<file path="src/rtl/uart_fifo.sv">
//============================================================================
// Module      : uart_fifo
// Description : First-word-fall-through FIFO for the UART data path.
//               The head word is presented combinationally on readData.
//               A simultaneous write and read is accepted while full.
//               While empty, only the write of such a pair is accepted.
//               Optional status (level, sticky overflow/underflow,
//               clear_flags) is built when UART_FIFO_STATUS_EN is defined.
//               Without that macro, those outputs are tied to 0.
// Revision    : 1.0 - initial release
//============================================================================
`default_nettype none

module uart_fifo #(
  parameter int WIDTH      = 8,
  parameter int DEPTH_LOG2 = 4
) (
  input  logic                  clk,
  input  logic                  reset,
  input  logic [WIDTH-1:0]      writeData,
  input  logic                  we,
  output logic [WIDTH-1:0]      readData,
  input  logic                  re,
  output logic                  notEmpty,
  output logic                  full,
  output logic [DEPTH_LOG2:0]   level,
  output logic                  overflow,
  output logic                  underflow,
  input  logic                  clear_flags
);

  localparam int                  c_DEPTH     = 2 ** DEPTH_LOG2;
  localparam logic [DEPTH_LOG2:0] c_DEPTH_CNT = (DEPTH_LOG2 + 1)'(c_DEPTH);
  localparam logic [DEPTH_LOG2:0] c_CNT_ONE   = (DEPTH_LOG2 + 1)'(1);
  localparam logic [DEPTH_LOG2-1:0] c_PTR_ONE = DEPTH_LOG2'(1);

  // Storage is deliberately left out of reset; only bookkeeping is reset.
  logic [WIDTH-1:0]      r_mem [c_DEPTH];
  logic [DEPTH_LOG2-1:0] r_wr_ptr;
  logic [DEPTH_LOG2-1:0] r_rd_ptr;
  logic [DEPTH_LOG2:0]   r_count;

  logic w_empty;
  logic w_full;
  logic w_wr_acc;
  logic w_rd_acc;

  assign w_empty  = (r_count == '0);
  assign w_full   = (r_count == c_DEPTH_CNT);
  // A read while full frees the slot this write lands in.
  assign w_rd_acc = re && !w_empty;
  assign w_wr_acc = we && (!w_full || re);

  assign readData = r_mem[r_rd_ptr];
  assign notEmpty = !w_empty;
  assign full     = w_full;

  // Store accepted words at the write pointer.
  always_ff @(posedge clk) begin
    if (w_wr_acc) begin
      r_mem[r_wr_ptr] <= writeData;
    end
  end

  // Pointers wrap naturally; the count tracks accepted writes minus reads.
  always_ff @(posedge clk or negedge reset) begin
    if (!reset) begin
      r_wr_ptr <= '0;
      r_rd_ptr <= '0;
      r_count  <= '0;
    end else begin
      if (w_wr_acc) begin
        r_wr_ptr <= r_wr_ptr + c_PTR_ONE;
      end
      if (w_rd_acc) begin
        r_rd_ptr <= r_rd_ptr + c_PTR_ONE;
      end
      if (w_wr_acc && !w_rd_acc) begin
        r_count <= r_count + c_CNT_ONE;
      end else if (!w_wr_acc && w_rd_acc) begin
        r_count <= r_count - c_CNT_ONE;
      end
    end
  end

`ifdef UART_FIFO_STATUS_EN
  logic r_overflow;
  logic r_underflow;
  logic w_set_ov;
  logic w_set_un;

  // A write is dropped only when full and unaccompanied by a read.
  assign w_set_ov = we && w_full && !re;
  assign w_set_un = re && w_empty;

  // Sticky error flags; a same-cycle set event outranks clear_flags.
  always_ff @(posedge clk or negedge reset) begin
    if (!reset) begin
      r_overflow  <= 1'b0;
      r_underflow <= 1'b0;
    end else begin
      r_overflow  <= w_set_ov || (r_overflow && !clear_flags);
      r_underflow <= w_set_un || (r_underflow && !clear_flags);
    end
  end

  assign level     = r_count;
  assign overflow  = r_overflow;
  assign underflow = r_underflow;
`else
  logic w_unused_clear;

  assign w_unused_clear = clear_flags;
  assign level          = '0;
  assign overflow       = 1'b0;
  assign underflow      = 1'b0;
`endif

endmodule

`default_nettype wire

</file>
<file path="config.mk">
export PLATFORM = sky130hd
export DESIGN_NAME = uart_fifo
export DESIGN_NICKNAME = d
export VERILOG_FILES = /design/src/rtl/uart_fifo.sv
export SDC_FILE = /design/constraint.sdc
export NUM_CORES = 1
export LEC_CHECK = 0
export CORE_MARGIN = 2
export CORE_UTILIZATION = 40
export CTS_BUF_LIST = sky130_fd_sc_hd__clkbuf_8
export DETAILED_ROUTE_END_ITERATION = 7
export SLEW_MARGIN = 25
export SYNTH_ARGS = -nofsm -noshare
export SYNTH_HDL_FRONTEND = slang
export SYNTH_SLANG_ARGS = --single-unit
</file>
<file path="constraint.sdc">
create_clock -name clk -period 6.35 [get_ports clk]
set_input_delay 0.635 -clock clk [delete_from_list [all_inputs] [get_ports clk]]
set_output_delay 0.635 -clock clk [all_outputs]
set_load 0.005 [all_outputs]
</file>
# == After elaboration in Yosys (flattened, before gate mapping) ==
# Memory sizes are Yosys's and may differ from the RTL's.
# Index checks and enable logic that the tools add are counted.
# totals
ff_bits,13
inputBits,13
ram_bits,128
memories,1
# op_classes
eq_ne,1
mux,4
reduce_logical,11
addsub,4
# mem_list
memory,depth,word_bits,rd,rd_clocked_by_memory_dff,wr,line,text
r_mem,16,8,1,0,1,38,logic [WIDTH-1:0] r_mem [c_DEPTH];
# ops
cell,count
two-way mux 5 bit,2
"adder 4 x 1 -> 4 bit, second input constant",2
"adder 5 x 1 -> 5 bit, second input constant",1
"== test 5 bit, second input constant",1
logical NOT 5 bit,1
"subtractor 5 x 1 -> 5 bit, second input constant",1
logical AND 1 bit,4
logical NOT 1 bit,4
two-way mux 1 bit,2
nonzero test 2 bit,1
logical OR 1 bit,1

# == Depth between registers and ports, before layout ==
# logic_depth
ltp_word,8
mapped_depth,10

# == Worst setup path before layout ==
# Ideal clock, no wire load.
# synth_timing
kind,reg2reg
from,register r_count[0]
to,register r_count[4]
n_path_buf,0
stages_incl_launch_ff,11
setup_time_ps,80
path_slack_ps,3849
t_arrival_ps,2421
required_time_ps,6270
cell_sequence,dfrtp_1 -> nor4_4 -> nand2b_1 -> nand2_2 -> ha_1 -> inv_1 -> fa_1 -> a21o_1 -> a21oi_1 -> mux2i_1 -> xnor2_1
# synth_via
elab_cells_between_ends,16
cone_classes,2 x add/sub; 1 x eq/ne; 2 x mux; 11 x reduce/logical
# synth_lines
element,line,text
"start, declared",41,logic [DEPTH_LOG2:0] r_count;
"start signal, assigned",79,r_count <= r_count + c_CNT_ONE;
"start signal, assigned",81,r_count <= r_count - c_CNT_ONE;
logical NOT 5 bit (*),48,assign w_empty = (r_count == '0);
logical NOT 1 bit (*),n/a,
via notEmpty,24,"output logic notEmpty,"
logical AND 1 bit (*),51,assign w_rd_acc = re && !w_empty;
logical NOT 1 bit,78,if (w_wr_acc && !w_rd_acc) begin
logical AND 1 bit,78,
two-way mux 5 bit / nonzero test 2 bit (equally long branches),n/a,
# Mark *: on every way through the listed nets, which the timed path passes. The rest lies on a longest branch. The select of a mux whose other input is x is not followed.
# A chain may end at the register's enable or synchronous reset.

# == Worst setup path in the final report ==
# layout_timing
from,register r_rd_ptr[0]
to,output port readData[0]
# layout_via
elab_chain_len,1
# layout_lines
element,line,text
"start, declared",40,logic [DEPTH_LOG2-1:0] r_rd_ptr;
"start signal, assigned",76,r_rd_ptr <= r_rd_ptr + c_PTR_ONE;
memory read (16 x 8 bit),n/a,
"end, declared",22,"output logic [WIDTH-1:0] readData,"
# Every way passes these cells.

==> run metrics <==
Startpoint Class=register; Tmin final=3880 ps; FFs w/ async S/R, synth=9.22%; Final Slew Violations=0; measured slew at the worst slew-check pin=985 ps; clock-pin transition on the worst setup and hold timing paths=70 ps; final setup fails=0; htree depth=4; Final Power=2.84 mW; grt ovf=0; status=completed; # DRC=0; largest net degree at the start of global routing=32; Die Wd=125 µm; Die Ht=125 µm; first-pass GRT wire length=16.6 mm; DP Wirelength=6.86 mm; Unique masters post-synth=37; Iter 0 DRT Violations=133; wire per inst=18.9 µm; Req. time, crit path=5710 ps; PwrDens=433 nW/µm²; Hold WC Path Type=register to register; Hold Violations, Final=0; Initial Util=40.7%; clock skew=11.7 ps; TritonCTS clock tree=yes; Sink Count=141; hold_buf cts=0; crit share post-route=61.1%; Antenna Violating Nets Remaining=0; # resized after CTS=0; vias in the first global route=2951; Clock Tree Root=clkbuf_8; via count=2870; Mapped Area=5900 µm²; Synth top area share=65.2%; CORE AREA=14500 µm²; routability-driven placement congestion ratio=0.772; Worst-Skew Late Latency=430 ps; max_cap viols=0; max frequency=258 MHz; cell with the most instances after synthesis=edfxtp_1; WL final=10.4 mm; CP max FO=31; Rel. slew slack=34.1%; initial antenna violation count=0; Final TNS setup=0 ps; Seq/Total Area, Yosys=70.7%; Final nets=377; Cell Rows=44; VDD IR-drop max=0.000156 V; Synth Flop Type=edfxtp_1; ANT cells=0; Tot GR Track Use=14.1%; Longest Clk Path Bufs=2; die area=15700 µm²; Layout area overhead=11.3%; RSZ-0062 raised after global routing=no; Mapped Cells=328; port bufs=21; Num CTS Buffers=17; share of layout cells above drive strength 1=18.3%; CP Capture Type=primary output; io pins=30; synthesized area per cell=18.0 µm²; Post-CTS Setup Bufs=0; Commonest cells post-synth=edfxtp_1 (128), mux2i_1 (33), mux4_2 (16), nand2_1 (16), nor2_1 (14); WS Path Type=register to primary output; #FFs+latches synth=141; Leakage=2.23 nW; drt first pass iters=5; Synth area leaders=edfxtp_1 (65%), mux4_2 (6.1%), mux2i_1 (5.6%); Worst Path Arrival=3240 ps; Warnings, synthesis=0; vias per cell=5.22; Post-synth EDFFs=128; area leader, netlist=edfxtp_1
## layout make-up
type                       instances  area, µm²
tap                              184        230
sequential                       141       4170
clock buffer                      17        234
multi-input combinational        163       1540
fill                            1234       7920
inverter                           6       22.5
timing repair buffer              25        240
clock inverter                    14        123
## cells in the final DEF, fill, tap and decap left out, types with 2 or more instances in the layout
master           instances
a21o_1                   2
a21oi_1                  2
a221oi_1                 7
a221oi_2                 9
a22oi_1                  8
buf_4                    4
clkbuf_8                17
clkdlybuf4s50_1         21
clkinv_2                 3
clkinv_4                 3
clkinvlp_4               4
conb_1                   7
dfrtp_1                 12
edfxtp_1               128
ha_1                     9
inv_1                    6
inv_6                    2
mux2i_1                 33
mux4_2                  16
nand2_1                 16
nand2b_1                 3
nand4_1                  2
nor2_1                  14
nor3_1                   3
o21ai_0                  8
o21ai_1                  3
xnor2_1                  9
## worst max-delay path, stage by stage, from the launching register on
cell and delay [ps]:
dfrtp_2 810, buf_4 590, mux2i_1 150, a221oi_1 400, a22oi_1 160, nand2_1 180
clkdlybuf4s50_1 530
## flip-flops by register name (all words and copies together), names as in the netlist
signal / count
r_wr_ptr: 4
r_rd_ptr: 4
r_count: 5
r_mem: 128
## stage by stage
stage	area, µm²	worst slack, ps	utilization, %	std cells	hold slack (ps)
after floorplan	5920	3850	-	334	339
after global placement	6200	2900	42.8	519	538
after detailed placement	6210	2870	42.9	519	554
after CTS	6560	2390	45.3	550	565
after global routing	6560	2170	45.3	550	607
final	6560	2470	45.3	550	557
## layer usage
layer  track usage (%)  wire, µm  up-vias
met5                 0         0        -
met4              5.29       154        0
met3              4.07       381        8
met2              22.1      5140       61
met1              18.9      4710     1472
li1                  -         -     1329
## path summary, 6_finish.rpt
| check | startpoint | endpoint | slack, ps | cells past startpoint |
|---|---|---|---|---|
| min in group asynchronous | reset | r_count[4] | 590 | 1 |
| max in group asynchronous | reset | r_rd_ptr[0] | 5340 | 1 |
| max | r_rd_ptr[0] | readData[0] | 2470 | 6 |
| max reg2reg | r_count[0] | r_count[4] | 3600 | 10 |
| min reg2reg | r_count[4] | r_count[4] | 560 | 1 |
| min | r_count[4] | r_count[4] | 560 | 1 |
## kinds of logic (layout without fill, tap and decap cells)
kind of cell	count (synthesis)	in the layout	share of synthesized area [%]
DFF	141	141	70.7
AOI/OAI and AO/OA	40	40	6.07
buffers and inverters	30	62	3.61
muxes	51	51	12.1
xor gates and xnor gates	10	10	1.49
adders and majority gates	10	10	2.25
and+or+nand+nor	45	45	3.73
other	1	7	0.0636
## report_power, final
group | internal, mW | switching (mW) | total, mW
registers | 1.14 | 0.154 | 1.29
logic | 0.452 | 0.456 | 0.908
clock network | 0.307 | 0.336 | 0.643
total | 1.90 | 0.946 | 2.84
No activity file was read; power rests on OpenSTA's default activity.
